[src/rtl/rv_pkg.sv]
// Shared constants for the ready/valid FIFO slice.
//   RV_DATA_WIDTH_DEFAULT : default word width (matches the downstream transfer stage data_in)
//   RV_DEPTH_DEFAULT      : default number of FIFO entries
//   rv_ptr_width()        : pointer width for a given depth (index bits plus one wrap bit)
package rv_pkg;

  localparam int unsigned RV_DATA_WIDTH_DEFAULT = 64;
  localparam int unsigned RV_DEPTH_DEFAULT      = 4;

  // Index bits plus one wrap bit so full and empty are distinguishable.
  function automatic int unsigned rv_ptr_width(input int unsigned depth);
    return $clog2(depth) + 1;
  endfunction

endpackage

[src/rtl/rv_fifo_mem.sv]
// Storage array for rv_fifo: DEPTH x DATA_WIDTH registers, no reset.
// Ports:
//   clk   - write clock
//   we    - write enable, samples wdata into entry waddr on the rising edge
//   waddr - write index
//   wdata - write word
//   raddr - read index
//   rdata - combinational read of entry raddr
module rv_fifo_mem
  import rv_pkg::*;
#(
  parameter int unsigned DEPTH      = RV_DEPTH_DEFAULT,
  parameter int unsigned DATA_WIDTH = RV_DATA_WIDTH_DEFAULT
) (
  input  logic                       clk,
  input  logic                       we,
  input  logic [$clog2(DEPTH)-1:0]   waddr,
  input  logic [DATA_WIDTH-1:0]      wdata,
  input  logic [$clog2(DEPTH)-1:0]   raddr,
  output logic [DATA_WIDTH-1:0]      rdata
);

  logic [DATA_WIDTH-1:0] mem [DEPTH];

  // Contents are never reset; the FIFO pointers make stale entries unobservable.
  always_ff @(posedge clk) begin
    if (we) begin
      mem[waddr] <= wdata;
    end
  end

  assign rdata = mem[raddr];

endmodule

[src/rtl/rv_fifo.sv]
// Ready/valid first-word-fall-through FIFO.
// Optional feature: define RV_FIFO_LEVEL_EN to add the occupancy port 'level'.
// Ports:
//   clk       - single clock, rising edge
//   reset     - asynchronous, active-high; clears both pointers
//   in_valid  - producer presents in_data
//   in_ready  - FIFO not full (depends on registered pointers only)
//   in_data   - producer word
//   out_valid - FIFO not empty
//   out_ready - consumer accepts the head word
//   out_data  - head word, zero while empty
//   level     - occupancy 0..DEPTH (RV_FIFO_LEVEL_EN only)
module rv_fifo
  import rv_pkg::*;
#(
  parameter int unsigned DEPTH      = RV_DEPTH_DEFAULT,
  parameter int unsigned DATA_WIDTH = RV_DATA_WIDTH_DEFAULT
) (
  input  logic                    clk,
  input  logic                    reset,
  input  logic                    in_valid,
  output logic                    in_ready,
  input  logic [DATA_WIDTH-1:0]   in_data,
  output logic                    out_valid,
  input  logic                    out_ready,
  output logic [DATA_WIDTH-1:0]   out_data
`ifdef RV_FIFO_LEVEL_EN
  ,
  output logic [$clog2(DEPTH):0]  level
`endif
);

  localparam int unsigned AW = $clog2(DEPTH);
  localparam int unsigned PW = rv_ptr_width(DEPTH);

  logic [PW-1:0]         wr_ptr;
  logic [PW-1:0]         rd_ptr;
  logic                  empty;
  logic                  full;
  logic                  push;
  logic                  pop;
  logic [DATA_WIDTH-1:0] mem_rdata;

  // Flags: equal pointers mean empty; same index with different wrap bit means full.
  assign empty = (wr_ptr == rd_ptr);
  assign full  = (wr_ptr[AW-1:0] == rd_ptr[AW-1:0]) && (wr_ptr[AW] != rd_ptr[AW]);

  assign in_ready  = !full;
  assign out_valid = !empty;

  assign push = in_valid && !full;
  assign pop  = out_ready && !empty;

  // Pointer update; the index wraps modulo DEPTH and the extra bit toggles on wrap.
  always_ff @(posedge clk or posedge reset) begin
    if (reset) begin
      wr_ptr <= '0;
      rd_ptr <= '0;
    end else begin
      if (push) begin
        wr_ptr <= wr_ptr + PW'(1);
      end
      if (pop) begin
        rd_ptr <= rd_ptr + PW'(1);
      end
    end
  end

  rv_fifo_mem #(
    .DEPTH      (DEPTH),
    .DATA_WIDTH (DATA_WIDTH)
  ) u_mem (
    .clk   (clk),
    .we    (push && !reset),
    .waddr (wr_ptr[AW-1:0]),
    .wdata (in_data),
    .raddr (rd_ptr[AW-1:0]),
    .rdata (mem_rdata)
  );

  // Mask the head entry while empty so stale storage never leaks out.
  assign out_data = empty ? '0 : mem_rdata;

`ifdef RV_FIFO_LEVEL_EN
  // Pointer difference is the occupancy; the wrap bit makes DEPTH representable.
  assign level = wr_ptr - rd_ptr;
`endif

endmodule

[config.mk]
export PLATFORM = sky130hd
export DESIGN_NAME = rv_fifo
export DESIGN_NICKNAME = d
export VERILOG_FILES = /design/src/rtl/rv_pkg.sv /design/src/rtl/rv_fifo_mem.sv /design/src/rtl/rv_fifo.sv
export SDC_FILE = /design/constraint.sdc
export NUM_CORES = 1
export LEC_CHECK = 0
export ABC_AREA = 1
export BUFFER_PORTS_ARGS = -buffer_cell sky130_fd_sc_hd__buf_2
export CAP_MARGIN = 10
export CELL_PAD_IN_SITES_DETAIL_PLACEMENT = 0
export CELL_PAD_IN_SITES_GLOBAL_PLACEMENT = 1
export CORE_MARGIN = 2
export CORE_UTILIZATION = 45
export DETAILED_ROUTE_END_ITERATION = 6
export GPL_ROUTABILITY_DRIVEN = 1
export GPL_TIMING_DRIVEN = 0
export PLACE_DENSITY_LB_ADDON = 0.1
export SLEW_MARGIN = 20
export SYNTH_ARGS = -nofsm -noshare
export SYNTH_HDL_FRONTEND = slang
export SYNTH_HIERARCHICAL = 1
export SYNTH_SLANG_ARGS = --single-unit
[constraint.sdc]
create_clock -name clk -period 7.6 [get_ports clk]
set_input_delay 0.76 -clock clk [delete_from_list [all_inputs] [get_ports clk]]
set_output_delay 0.76 -clock clk [all_outputs]
set_load 0.01 [all_outputs]
# --- Yosys cells after proc, flatten, opt, wreduce, memory -nomap -nowiden ---
# Memory sizes are Yosys's and may differ from the RTL's.
# Cells that the tools add are included.
totals:
  register_bits: 6
  latch_bits: 0
  ram_bits: 256
  rom_bits: 0
  input_bits: 68
  output_inout_bits: 66
  memories: 1
classes:
  n_addsub: 2
  multipliers: 0
  n_div: 0
  order_cmp: 0
  n_eq_ne: 3
  n_shift: 0
  mux: 3
  bitwise: 0
  reduce_logical: 7
mem_list:
  columns: ["memory", "words", "word_bits", "read_ports", "rd_clocked_by_memory_dff", "wr", "line", "source"]
  rows:
  - ["u_mem.mem", 4, 64, 1, 0, 1, "rv_fifo_mem.sv:23", "logic [DATA_WIDTH-1:0] mem [DEPTH];"]
ops:
  columns: ["op", "n"]
  rows:
  - ["64-bit two-way mux", 1]
  - ["3-bit by 1-bit adder with 3-bit output (second input constant)", 2]
  - ["1-bit logical AND", 4]
  - ["3-bit == test", 1]
  - ["1-bit logical NOT", 3]
  - ["2-bit == test", 1]
  - ["1-bit two-way mux", 2]
  - ["1-bit != test", 1]

# --- Longest topological paths before layout ---
depth:
  ltp_word: 7
  depth_mapped: 8

# --- Cells and area by module ---
# Netlist, hierarchy kept.
modules_own_cells:
  columns: ["module", "n_inst", "cells_per_inst", "area_each_um2", "seq_area_each_um2"]
  rows:
  - ["rv_fifo_mem", 1, 1010, 10761.6, 7687.4]
  - ["rv_fifo", 1, 187, 893.4, 150.1]

# --- Worst setup path after synthesis ---
# No wires, ideal clock.
synth_path:
  kind: "register to register"
  startpoint: "register rd_ptr[0]"
  endpoint: "memory u_mem/mem[1][0] in the netlist's numbering, enable pin"
  setup_ns: 0.565
  arrival_ns: 5.433
  t_required_ns: 7.035
  slack_ns: 1.602
  stages_incl_launch_ff: 9
  n_path_buf: 0
  period_less_slack_ns: 5.998
  path_cell_list: "dfrtp_1 inv_1 nand2_1 nand2_1 nand3_1 nand2_1 nor2_1 inv_1 nor3_1"
synth_between:
  elab_chain_len: 7
synth_lines:
  columns: ["item", "line", "source"]
  rows:
  - ["start: declaration", "rv_fifo.sv:37", "logic [PW-1:0] rd_ptr;"]
  - ["start signal: assignment", "rv_fifo.sv:64", "rd_ptr <= rd_ptr + PW'(1);"]
  - ["2-bit == test", "rv_fifo.sv:46", "assign full = (wr_ptr[AW-1:0] == rd_ptr[AW-1:0]) && (wr_ptr[AW] != rd_ptr[AW]);"]
  - ["1-bit logical AND", "rv_fifo.sv:46", null]
  - ["1-bit logical NOT", null, null]
  - ["named net in_ready", "rv_fifo.sv:22", "output logic in_ready,"]
  - ["1-bit logical AND", "rv_fifo.sv:51", "assign push = in_valid && !full;"]
  - ["1-bit logical AND", "rv_fifo.sv:74", ".we (push && !reset),"]
  - ["1-bit two-way mux", "rv_fifo_mem.sv:27", "if (we) begin"]
  - ["1-bit two-way mux (not written as such)", "rv_fifo_mem.sv:28", "mem[waddr] <= wdata;"]
  - ["end: declaration", "rv_fifo_mem.sv:23", null]
# The timed path passes the listed nets, and every way through them passes these cells.

# --- Worst setup path in the final report ---
layout_path:
  startpoint: "register wr_ptr[0]"
  endpoint: "memory u_mem/mem[1][8] in the netlist's numbering, enable pin"
layout_between:
  elab_chain_len: 7
layout_lines:
  columns: ["item", "line", "source"]
  rows:
  - ["start: declaration", "rv_fifo.sv:36", "logic [PW-1:0] wr_ptr;"]
  - ["start signal: assignment", "rv_fifo.sv:61", "wr_ptr <= wr_ptr + PW'(1);"]
  - ["2-bit == test", "rv_fifo.sv:46", null]
  - ["1-bit logical AND", "rv_fifo.sv:46", null]
  - ["1-bit logical NOT", "rv_fifo.sv:51", null]
  - ["1-bit logical AND", "rv_fifo.sv:51", null]
  - ["1-bit logical AND", "rv_fifo.sv:74", null]
  - ["1-bit two-way mux", "rv_fifo_mem.sv:27", null]
  - ["1-bit two-way mux (not written as such)", "rv_fifo_mem.sv:28", null]
# Several ways; a longest one is shown, not always the timed one.

==> metrics.yaml <==
status: "complete, no violations"
drt_iter0_drc: 482
grt_use_total_pct: 19.3
peakVddDrop_mv: 0.182
finalCriticalPeriod_ns: 3.07
yosysTopAreaCellShare_pct: 66.0
power_density_mw_per_mm2: 380
die-area_mm2: 0.0272
worst_hold_path_type: "input pin to asynchronous set/reset pin"
synth_area_per_cell_um2: 9.74
worst_ep_arrival_time_ns: 3.32
finalClockSkew_ns: 0.00741
row_count: 58
fp.coreArea_mm2: 0.0253
worstMarginPinSlew_ns: 0.821
clk_pin_slew_ns: 0.06
synthToLayoutAreaGrowth_pct: 20.5
ctsResizeCount: 0
slowest_stage: "nor3_2"
vias_per_cell: 4.47
synthCells: 1197
startpoint_type: "flop"
cp_cell_sequence: "inv_1, nand2_1, nand2_1, nand3_1, nand2_1, nor2_1, inv_1, nor3_2, buf_4, buf_6, buf_4, buf_4"
wire_per_inst_um: 14.6
hold_violations: 0
ys_warn_count: 6
drc: 0
num_io_pins: 134
finalPower_mw: 5.33
clock_path_buffers: 3
crit_family: "simple AND/OR/NAND/NOR gates"
timing.slew.headroom_pct: 45.0
ys_ff_latch: 262
p_leak_nw: 7.03
cts_buffers: 28
worst_setup_path_end_kind: "flop"
cts.sinks: 262
critPathRequiredTime_ns: 7.84
drt-pass1-iter-count: 5
clock_latency_ns: 0.54
clock.fmax_ghz: 0.325
grt_setup_unrepaired: "false"
synth_cell_types: 16
portBuffers: 133
cts-root-buf: "clkbuf_16"
grt_overflow: 0
htreeDepth: 1
max-cap-violations: 0
drv_slew: 0
die_x_um: 165
cpPeakStageDelay_ns: 0.64
grt_max_degree: 15
fill_cells: 2289
setup_viol: 0
syn_nets: 1267
grt_pass1_wl_um: 39700
grt_pass1_vias: 7452
period_share_pct: 40.5
worstSetupPathType: "flop to flop"
fin_nets: 1465
antenna_found_initial: 1
cts_tree: "built"
synth_area_leaders: "edfxtp_1 66%, nand2_1 13%, inv_1 11%"
drive_above_1_share_pct: 18.5
initial_core_util_pct: 46.0
synth_area_mm2: 0.0117
critPathMaxFanout: 10
ys_seq_area_share_pct: 67.2
dp_hpwl_um: 17200
yosys.area.top_type: "edfxtp_1"
final_antenna_net_count: 0
die_h_um: 165
ctsHoldBuffers: 0
via_count: 7818
wl_um: 25600
routabilityCongestion: 0.724
critPathBufInv: 6
setup_tns_ns: 0
cts_setup_buffers: 0
power by group:
part	internal [mW]	total [mW]	leakage, nW	switching [mW]
Sequential	1.76	1.81	2.40	0.0529
Combinational	0.728	2.09	4.16	1.36
Clock	0.882	1.43	0.467	0.545
Total	3.37	5.33	7.03	1.96
through the flow:
step	hold WS, ns	util, %	cells	cell area, µm²	setup slack, ns
detailed placement	0.556	51.5	1695	13000	4.48
global route	0.177	55.4	1747	14000	4.27
floorplan	0.519	-	1197	11700	1.60
global placement	0.542	50.3	1660	12700	-2.46
finish	0.171	55.4	1748	14000	4.53
CTS	0.163	55.4	1747	14000	4.48
kinds of logic (layout without fill, tap and decap cells):
logic type | Yosys count | count (layout) | synth area share [%]
and+or+nand+nor | 551 | 551 | 19.3
buffers and inverters | 380 | 600 | 13.1
DFF | 262 | 262 | 67.2
adders and majority gates | 2 | 2 | 0.215
xor gates and xnor gates | 2 | 2 | 0.150
other | 0 | 1 | 0
worst register-to-register path, stage by stage, from the launching register on:
cell and delay [ns]:
dfrtp_1 0.48, inv_1 0.09, nand2_1 0.07, nand2_1 0.07
nand3_1 0.16, nand2_1 0.14, nor2_1 0.11, inv_1 0.10
nor3_2 0.64, buf_4 0.31, buf_6 0.17, buf_4 0.21
buf_4 0.22
layout by cell type (no fill, tap or decap), types with 2 or more instances in the layout:
master / netlist / final
clkbuf_1: 4 / 8
edfxtp_1: 256 / 256
clkbuf_16: 0 / 28
clkinv_2: 0 / 4
buf_2: 26 / 159
dfrtp_1: 6 / 6
inv_2: 2 / 2
nand2_1: 410 / 410
buf_6: 2 / 10
nand3_1: 135 / 135
xor2_1: 2 / 2
ha_1: 2 / 2
nor3_2: 0 / 4
inv_1: 330 / 330
buf_1: 2 / 2
clkinv_1: 0 / 3
buf_4: 14 / 41
bufinv_16: 0 / 6
clkinvlp_4: 0 / 5
Yosys cell counts:
library cell  instances
buf_6                 2
nand3_2               1
nand2_1             410
ha_1                  2
nor3_1                4
clkbuf_1              4
nor2_1                1
inv_2                 2
xor2_1                2
edfxtp_1            256
dfrtp_1               6
nand3_1             135
buf_4                14
buf_2                26
buf_1                 2
inv_1               330
final cells by class:
| type | count | area, µm² | area share, % |
|---|---|---|---|
| diodes | 1 | 2.50 | 0.0178 |
| plain buffers | 48 | 280 | 2.00 |
| clock buffers | 32 | 716 | 5.10 |
| clock inverters | 20 | 274 | 1.95 |
| inverters | 332 | 1250 | 8.88 |
| multi-input cells | 555 | 2310 | 16.5 |
| flip-flops and latches | 262 | 7840 | 55.8 |
| well taps | 330 | 413 | 2.94 |
| repair buffers | 168 | 958 | 6.83 |
metal layers:
layer	vias up	routed length, µm	share of wire, %	GRT usage [%]
met1	3568	11400	45	25.3
li1	4048	-	-	-
met4	0	439	1.7	4.47
met5	-	0	0	0
met2	169	12500	49	34.2
met3	33	1220	4.8	2.51
sequential cells by signal (all words and copies together) (netlist names):
register   cells
u_mem/mem    256
rd_ptr         3
wr_ptr         3
path summary, 6_finish.rpt:
check / from / endpoint / slack [ns] / depth (start not counted)
worst min register to register: rd_ptr[2]$_DFFE_PP0P_ / rd_ptr[2]$_DFFE_PP0P_ / 0.56 / 2
worst max-delay path: wr_ptr[0]$_DFFE_PP0P_ / u_mem/mem[1][8]$_DFFE_PP_ / 4.53 / 12
max in group asynchronous: reset / rd_ptr[1]$_DFFE_PP0P_ / 7.23 / 2
worst max register to register: wr_ptr[0]$_DFFE_PP0P_ / u_mem/mem[1][8]$_DFFE_PP_ / 4.53 / 12
worst min-delay path: reset / wr_ptr[0]$_DFFE_PP0P_ / 0.17 / 2
min in group clk: in_data[18] / u_mem/mem[2][18]$_DFFE_PP_ / 0.43 / 1
Power figures use the tool's default switching activity.
